[config.mk]
export PLATFORM = sky130hd
export DESIGN_NAME = comp_seq_ctrl
export DESIGN_NICKNAME = d
export VERILOG_FILES = /design/src/rtl/comp_seq_ctrl.sv
export SDC_FILE = /design/constraint.sdc
export NUM_CORES = 1
export LEC_CHECK = 0
export ABC_CLOCK_PERIOD_IN_PS = 2800
export BUFFER_PORTS_ARGS = -buffer_cell sky130_fd_sc_hd__buf_2
export CORE_MARGIN = 3
export CORE_UTILIZATION = 35
export DETAILED_ROUTE_END_ITERATION = 8
export PLACE_DENSITY = 0.61
export SLEW_MARGIN = 20
export SYNTH_ARGS = -nofsm -noshare
export SYNTH_HDL_FRONTEND = slang
export SYNTH_SLANG_ARGS = --single-unit
export TNS_END_PERCENT = 10
[constraint.sdc]
create_clock -name clk -period 2.8 [get_ports clk]
set_clock_uncertainty 0.2 [all_clocks]
set_input_delay 0.14 -clock clk [delete_from_list [all_inputs] [get_ports clk]]
set_output_delay 0.14 -clock clk [all_outputs]
set_load 0.005 [all_outputs]
[src/rtl/comp_seq_ctrl.sv]
// Serial magnitude comparator: walks two WIDTH-bit operands 2 bits per cycle, MSB slice first.
// Optional macro COMP_SEQ_EARLY_EXIT_EN ends the walk at the first differing slice.
module comp_seq_ctrl #(
  parameter int WIDTH = 8,
  parameter int STEPW = 8
) (
  input  logic             clk,
  input  logic             rst,
  input  logic             start,
  input  logic [WIDTH-1:0] a,
  input  logic [WIDTH-1:0] b,
  output logic             busy,
  output logic             done,
  output logic [2:0]       z,
  output logic [STEPW-1:0] steps
);

  localparam int S = WIDTH / 2;
  localparam logic [STEPW-1:0] LAST_IDX = STEPW'(S - 1);

  typedef enum logic [1:0] {
    IDLE = 2'd0,
    RUN  = 2'd1,
    DONE = 2'd2
  } state_t;

  // 2-bit slice compare, result encoded {eq,gt,lt}
  function automatic logic [2:0] slice_cmp(input logic [1:0] x, input logic [1:0] y);
    logic [2:0] r;
    if (x == y) begin
      r = 3'b100;
    end else if (x > y) begin
      r = 3'b010;
    end else begin
      r = 3'b001;
    end
    return r;
  endfunction

  state_t           state_r, state_nx_s;
  logic [WIDTH-1:0] sa_r, sb_r;
  logic [STEPW-1:0] idx_r;
  logic             gt_r, lt_r;
  logic             busy_r, done_r;
  logic [2:0]       z_r;
  logic [STEPW-1:0] steps_r;

  logic [2:0] slice_s;
  logic       hit_s, last_s, finish_s;
  logic       gt_nx_s, lt_nx_s;
  logic       busy_nx_s, done_nx_s;

  // Only the first differing slice decides the result; later slices are ignored.
  assign slice_s = slice_cmp(sa_r[WIDTH-1 -: 2], sb_r[WIDTH-1 -: 2]);
  assign hit_s   = ~(gt_r | lt_r) & ~slice_s[2];
  assign gt_nx_s = gt_r | (hit_s & slice_s[1]);
  assign lt_nx_s = lt_r | (hit_s & slice_s[0]);
  assign last_s  = (idx_r == LAST_IDX);

`ifdef COMP_SEQ_EARLY_EXIT_EN
  assign finish_s = last_s | hit_s;
`else
  assign finish_s = last_s;
`endif

  // State register
  always_ff @(posedge clk or posedge rst) begin
    if (rst) begin
      state_r <= IDLE;
    end else begin
      state_r <= state_nx_s;
    end
  end

  // Next-state logic
  always_comb begin
    state_nx_s = state_r;
    case (state_r)
      IDLE: begin
        if (start) begin
          state_nx_s = RUN;
        end else begin
          state_nx_s = IDLE;
        end
      end
      RUN: begin
        if (finish_s) begin
          state_nx_s = DONE;
        end else begin
          state_nx_s = RUN;
        end
      end
      DONE:    state_nx_s = IDLE;
      default: state_nx_s = IDLE;
    endcase
  end

  // Output decode, computed one cycle ahead so busy/done come straight from flops
  always_comb begin
    busy_nx_s = 1'b0;
    done_nx_s = 1'b0;
    case (state_nx_s)
      RUN: begin
        busy_nx_s = 1'b1;
        done_nx_s = 1'b0;
      end
      DONE: begin
        busy_nx_s = 1'b1;
        done_nx_s = 1'b1;
      end
      default: begin
        busy_nx_s = 1'b0;
        done_nx_s = 1'b0;
      end
    endcase
  end

  // Handshake output registers
  always_ff @(posedge clk or posedge rst) begin
    if (rst) begin
      busy_r <= 1'b0;
      done_r <= 1'b0;
    end else begin
      busy_r <= busy_nx_s;
      done_r <= done_nx_s;
    end
  end

  // Operand shifters, sticky flags and result registers
  always_ff @(posedge clk or posedge rst) begin
    if (rst) begin
      sa_r    <= {WIDTH{1'b0}};
      sb_r    <= {WIDTH{1'b0}};
      idx_r   <= {STEPW{1'b0}};
      gt_r    <= 1'b0;
      lt_r    <= 1'b0;
      z_r     <= 3'b000;
      steps_r <= {STEPW{1'b0}};
    end else begin
      case (state_r)
        IDLE: begin
          if (start) begin
            sa_r  <= a;
            sb_r  <= b;
            idx_r <= {STEPW{1'b0}};
            gt_r  <= 1'b0;
            lt_r  <= 1'b0;
          end else begin
            sa_r  <= sa_r;
            sb_r  <= sb_r;
          end
        end
        RUN: begin
          sa_r  <= sa_r << 2'd2;
          sb_r  <= sb_r << 2'd2;
          idx_r <= idx_r + STEPW'(1);
          gt_r  <= gt_nx_s;
          lt_r  <= lt_nx_s;
          if (finish_s) begin
            z_r     <= {~gt_nx_s & ~lt_nx_s, gt_nx_s, lt_nx_s};
            steps_r <= idx_r + STEPW'(1);
          end else begin
            z_r     <= z_r;
            steps_r <= steps_r;
          end
        end
        default: begin
          sa_r <= sa_r;
          sb_r <= sb_r;
        end
      endcase
    end
  end

  assign busy  = busy_r;
  assign done  = done_r;
  assign z     = z_r;
  assign steps = steps_r;

endmodule

==> results of run 1 <==
[cell usage in the layout, fill, tap and decap left out, types with 3 or more instances in the layout]
cell and instances:
nand2_1 18, buf_4 4, ha_1 4, dlygate4sd3_1 15, nor2b_1 7, a21o_1 3
dfrtp_1 41, nor2_1 4, nand2b_1 4, a22o_1 6, buf_2 31, inv_1 7
o21ai_1 8, o21ai_0 12, and2_1 6, nand3_1 4, a21oi_1 10, a22oi_1 12
clkbuf_8 5
[kinds of logic (layout without fill, tap and decap cells)]
family,after synthesis,after routing
compound gates,56,56
simple gates,52,52
flops,41,41
buf+inv,17,66
fa+ha+maj,4,4
mux,2,2
xor+xnor,1,1
[state kept, by name, summed over array words and instances, names as in the netlist]
signal	cells
state_r	2
idx_r	8
gt_r	1
steps	8
sa_r	8
z	3
lt_r	1
busy	1
done	1
sb_r	8
[area by class of cell]
cell class,instances,area [um2]
clock buffers,5,68.8
clock inverters,3,17.5
fillers,476,2570
inverters,8,30.0
multi-input cells,115,716
flip-flops and latches,41,1030
well taps,67,83.8
repair buffers,50,335
[final timing paths]
path,startpoint,end,slack [ns],cells past startpoint
worst max register to register,idx_r[0]$_DFFE_PP0P_,z[2]$_DFFE_PP0P_,0.74,5
min in group asynchronous,rst,steps[1]$_DFFE_PP0P_,0.31,4
max in group asynchronous,rst,sa_r[6]$_DFFE_PP0P_,1.73,4
worst min-delay path,b[7],sb_r[7]$_DFFE_PP0P_,-0.01,3
worst min register to register,steps[2]$_DFFE_PP0P_,steps[2]$_DFFE_PP0P_,0.26,1
worst max-delay path,idx_r[0]$_DFFE_PP0P_,z[2]$_DFFE_PP0P_,0.74,5
[power by group]
group	internal [mW]	switching, mW	total, mW
registers	0.751	0.150	0.901
logic	0.278	0.300	0.578
clock network	0.172	0.208	0.380
[metrics by stage]
stage | instance area, um2 | setup slack (ns) | cells
floorplan | 1810 | 1.02 | 173
global placement | 2040 | 0.802 | 266
detailed placement | 2040 | 0.729 | 266
CTS | 2280 | 0.725 | 289
global route | 2280 | 0.585 | 289
finish | 2280 | 0.736 | 289
[metal layers]
metal	vias to the layer above	track usage (%)	wire (um)
met5	-	0	0
met1	665	18.4	1780
met3	6	4.06	183
met2	28	24.7	1890
li1	704	-	-
met4	0	5.77	66
[worst min-delay path, delay by kind of cell]
family | cells | cell delay [ns]
buf+inv | 1 | 0.08
compound gates | 2 | 0.21
[repair_timing]
action                                 4_1_cts  5_1_grt
endpoints found under the hold margin       55        0
setup buffers                                0        0
hold buffers                                15        0
==> run_results.csv, run 1 <==
group,metric,value,unit
timing,hold_slack,-0.00983,ns
worst_setup_path,crit_arrival,2.05,ns
yosys,yosysSeqAreaShare,56.6,%
floorplan,design.die.area,6080,um2
yosys,synth_flop_cell,"dfrtp_1",
placement,dp_hpwl,2620,um
layout,final_util,47.0,%
min_path,min_path_type,"in -> reg",
worst_setup_path,worstSetupEndpointType,"flop",
yosys,synth.most_common_cell,"dfrtp_1",
clocking,clkLatencyLatePin,0.30,ns
yosys,synth_area,1810,um2
timing,rsz0062_at_grt,"no",
routing,via_per_inst,4.85,
placement,gp_congestion,0.721,
layout,syn2layout_area_growth,25.6,%
timing,tightest_slew,0.787,ns
routing,wl_per_cell,13.5,um
timing,finalMaxSlewViolations,0,
global_route,grt_pass1_wl,7050,um
timing,fin_setup_tns,0,ns
clocking,ctsHtreeMaxLevel,2,
power,powerDensity,816,nW/um2
global_route,overflow,0,
yosys,synth-seq-cells,41,
worst_setup_path,cp-start-kind,"flop",
yosys,synth-compound-area-share,19.7,%
timing,setup_viol,0,
yosys,synth_simple_gate_area_share,15.4,%
worst_setup_path,worstPathRequired,2.79,ns
placement,portBuffers,31,
global_route,grt_max_degree,42,
clocking,cts_tree,"done",
power,finalPower,1.86,mW
yosys,synth_nets,196,
yosys,synth_fa_ha_area_share,2.76,%
clocking,clk_pin_slew_worst_paths,0.08,ns
yosys,synthXorXnorAreaFrac,0.483,%
routing,drc,0,
status,violations,"hold timing",
yosys,synth_warnings,0,
clocking,root_buffer,"clkbuf_8",
layout,layout-drive-gt1-share,21.6,%
global_route,grt_usage,14.9,%
timing,fmax,485,MHz
clocking,cts_resized,0,
yosys,syn-mean-instance-area,10.5,um2
yosys,synth.area.top_cells,"dfrtp_1, a22oi_1, nand2_1",
floorplan,die_height,78.0,um
timing,finalCritPeriodShare,73.7,%
routing,ant_nets,0,
yosys,syn_inst,173,
routing,drtIter0Drc,82,
floorplan,die_w,78.0,um
clocking,cts.sinks,41,
yosys,async_reset_ff_share,100,%
timing,post-route-min-period,2.06,ns
clocking,cts_buffers,5,
worst_setup_path,crit_fanout,15,
flow_run,max_cap_viol_count,0,
yosys,yosys-top-cells-count,"dfrtp_1, nand2_1, a22oi_1, o21ai_0, a21oi_1",
power,ir_worst_vdd,429,uV
routing,dr.pass1.iters,4,
worst_setup_path,crit_slowest_cell,"dfrtp_1",
floorplan,initial_utilization,37.4,%
yosys,synth_top_family_by_area,"compound AO/OA/AOI/OAI gates",
status,status,"finished, violations left",
timing,relSlewSlack,47.4,%
worst_setup_path,crit_chain,"ha_1 > nor4b_2 > nand3_2 > and2_0 > a31o_1",
floorplan,ios,32,
global_route,grt_pass1_vias,1519,
power,power.leakage,1.09,nW
worst_setup_path,crit_family,"simple AND/OR/NAND/NOR gates",
worst_setup_path,critPathBufInv,0,
layout,nNetsFinal,244,
routing,vias,1403,
yosys,synth_top_area_share,56.6,%
worst_setup_path,path_class,"reg -> reg",
floorplan,rows,25,
yosys,ys_types,34,
yosys,synth-edff-count,0,
yosys,synth.area.mux_share,1.17,%
routing,finalWirelength,3910,um
clocking,clockBufferDepth,2,
layout,n_antenna_cell,0,
global_route,antenna_found_initial,0,
floorplan,coreArea,4850,um2
timing,hold_violations,1,
yosys,synth_top_area_cell,"dfrtp_1",
worst_setup_path,critPathMaxStageDelay,0.44,ns
No activity file was read; power rests on OpenSTA's default activity.
==> run 2: changes to the inputs <==
Settings changed: ABC_CLOCK_PERIOD_IN_PS 2800 to 2100.
Clock period 2.8 ns to 2.1 ns, I/O delays scaled along.
==> run_results.csv, run 2 (same netlist as run 1, synthesis figures left out) <==
group,metric,value,unit
clocking,cts_buffers,5,
clocking,cts.sinks,41,
placement,place_inst,271,
timing,finalCritPeriodShare,89.5,%
timing,relSlewSlack,65.6,%
timing,hold_slack,0.0598,ns
global_route,grt_usage,14.9,%
global_route,overflow,0,
floorplan,rows,25,
worst_setup_path,crit_fanout,9,
min_path,min-delay-start,"start",
floorplan,die_w,78.0,um
layout,fin_area,2360,um2
routing,finalWirelength,4030,um
placement,pre_cts_ws,0.207,ns
layout,layout_common_cells,"dfrtp_1, buf_2, nand2_1",
layout,nNetsFinal,251,
global_route,grt_max_degree,42,
worst_setup_path,r2r_setup_slack,0.22,ns
floorplan,initial_utilization,37.4,%
power,p_int,1.76,mW
power,finalPower,2.65,mW
placement,gp_congestion,0.770,
routing,ant_nets,0,
global_route,grt_pass1_vias,1529,
timing,finalMaxSlewViolations,0,
status,status,"finished clean",
clocking,clk_pin_slew_worst_paths,0.08,ns
clocking,root_buffer,"clkbuf_8",
min_path,holdPathStages,4,
routing,dr.pass1.iters,4,
power,ir_worst_vdd,453,uV
worst_setup_path,crit_chain,"ha_1 > nor4b_2 > nand3_2 > and2_0 > a31o_1",
clocking,cts_resized,0,
placement,portBuffers,31,
layout,syn2layout_area_growth,30.4,%
min_path,whs_endpoint,"sb_r[5]$_DFFE_PP0P_",
timing,worst_slack,0.220,ns
timing,fmax,532,MHz
worst_setup_path,critPathMaxStageDelay,0.42,ns
placement,placed_cell_area,2080,um2
timing,setup_viol,0,
routing,vias,1425,
timing,rsz0062_at_grt,"no",
worst_setup_path,crit_slowest_cell,"dfrtp_1",
floorplan,die_height,78.0,um
worst_setup_path,worstSetupEndpointType,"flop",
layout,final_cells,296,
global_route,antenna_found_initial,0,
floorplan,coreArea,4850,um2
power,powerDensity,1120,nW/um2
power,seq_power_share,45.1,%
clocking,ctsHtreeMaxLevel,2,
worst_setup_path,crit_arrival,1.87,ns
routing,drtIter0Drc,55,
power,p_comb_share,30.8,%
global_route,grt_pass1_wl,7040,um
power,p_clk_share,24.1,%
clocking,cts_tree,"done",
layout,final_util,48.7,%
floorplan,ios,32,
worst_setup_path,path_class,"reg -> reg",
power,netSwitchingFraction,33.6,%
timing,fin_setup_tns,0,ns
timing,hold_violations,0,
layout,layout-drive-gt1-share,23.1,%
layout,n_antenna_cell,0,
layout,layout_commonest_cell,"dfrtp_1",
clocking,clkLatencyLatePin,0.29,ns
flow_run,max_cap_viol_count,0,
worst_setup_path,reg2reg_from,"idx_r[1]$_DFFE_PP0P_",
timing,tightest_slew,0.516,ns
routing,wl_per_cell,13.6,um
worst_setup_path,worstPathRequired,2.09,ns
power,power.leakage,1.13,nW
worst_setup_path,r2r-end,"z[2]$_DFFE_PP0P_",
routing,via_per_inst,4.81,
power,power_switching,0.892,mW
routing,drc,0,
worst_setup_path,worstRegToRegCells,5,
placement,dp_hpwl,2690,um
timing,post-route-min-period,1.88,ns
clocking,clockBufferDepth,2,
worst_setup_path,cp-start-kind,"flop",
min_path,min_path_type,"in -> reg",
floorplan,design.die.area,6080,um2
-- run 2: metal layers --
metal	routed length (um)	track usage [%]	vias up	part of all wire, %
met2	1920	24.3	28	48
li1	-	-	719	-
met4	73	5.94	0	1.8
met1	1920	19.0	671	48
met5	0	0	-	0
met3	118	3.36	7	2.9
-- run 2: worst max path at each step --
stage	start	endpoint	slack, ns	depth (start not counted)
6_report	idx_r[1]$_DFFE_PP0P_	z[2]$_DFFE_PP0P_	0.22	5
5_1_grt	idx_r[1]$_DFFE_PP0P_	busy$_DFF_PP0_	0.02	6
4_1_cts	idx_r[1]$_DFFE_PP0P_	z[2]$_DFFE_PP0P_	0.20	5
3_5_place_dp	idx_r[1]$_DFFE_PP0P_	z[2]$_DFFE_PP0P_	0.21	5
3_3_place_gp	idx_r[1]$_DFFE_PP0P_	z[2]$_DFFE_PP0P_	0.26	5
2_1_floorplan	idx_r[0]$_DFFE_PP0P_	busy$_DFF_PP0_	0.32	6
-- run 2: area by class of cell --
cell class                 count  area [um2]
timing repair buffer          57         393
clock buffer                   5        68.8
inverter                       8        30.0
multi-input combinational    115         716
clock inverter                 3        46.3
fill                         461        2480
tap                           67        83.8
sequential                    41        1030
-- run 2: critical path: cells and delay by family (launching register included) --
family | cells | cell delay [ns]
AO/OA/AOI/OAI | 1 | 0.17
adder cells (fa/ha/maj) | 1 | 0.26
flip-flops | 1 | 0.42
AND/OR/NAND/NOR | 3 | 0.72
-- run 2: repair_timing --
item                      in CTS  in global routing
hold buffers                  17                  0
hold endpoints to repair      57                  0
buffers inserted               0                  0
-- run 2: power by group through the flow --
stage	clock, mW	combinational (mW)	sequential, mW
after floorplan	0	0.565	1.16
after global placement	0	0.786	1.21
after detailed placement	0	0.802	1.21
after CTS	0.667	0.830	1.20
after global routing	0.684	0.939	1.23
final	0.640	0.816	1.20
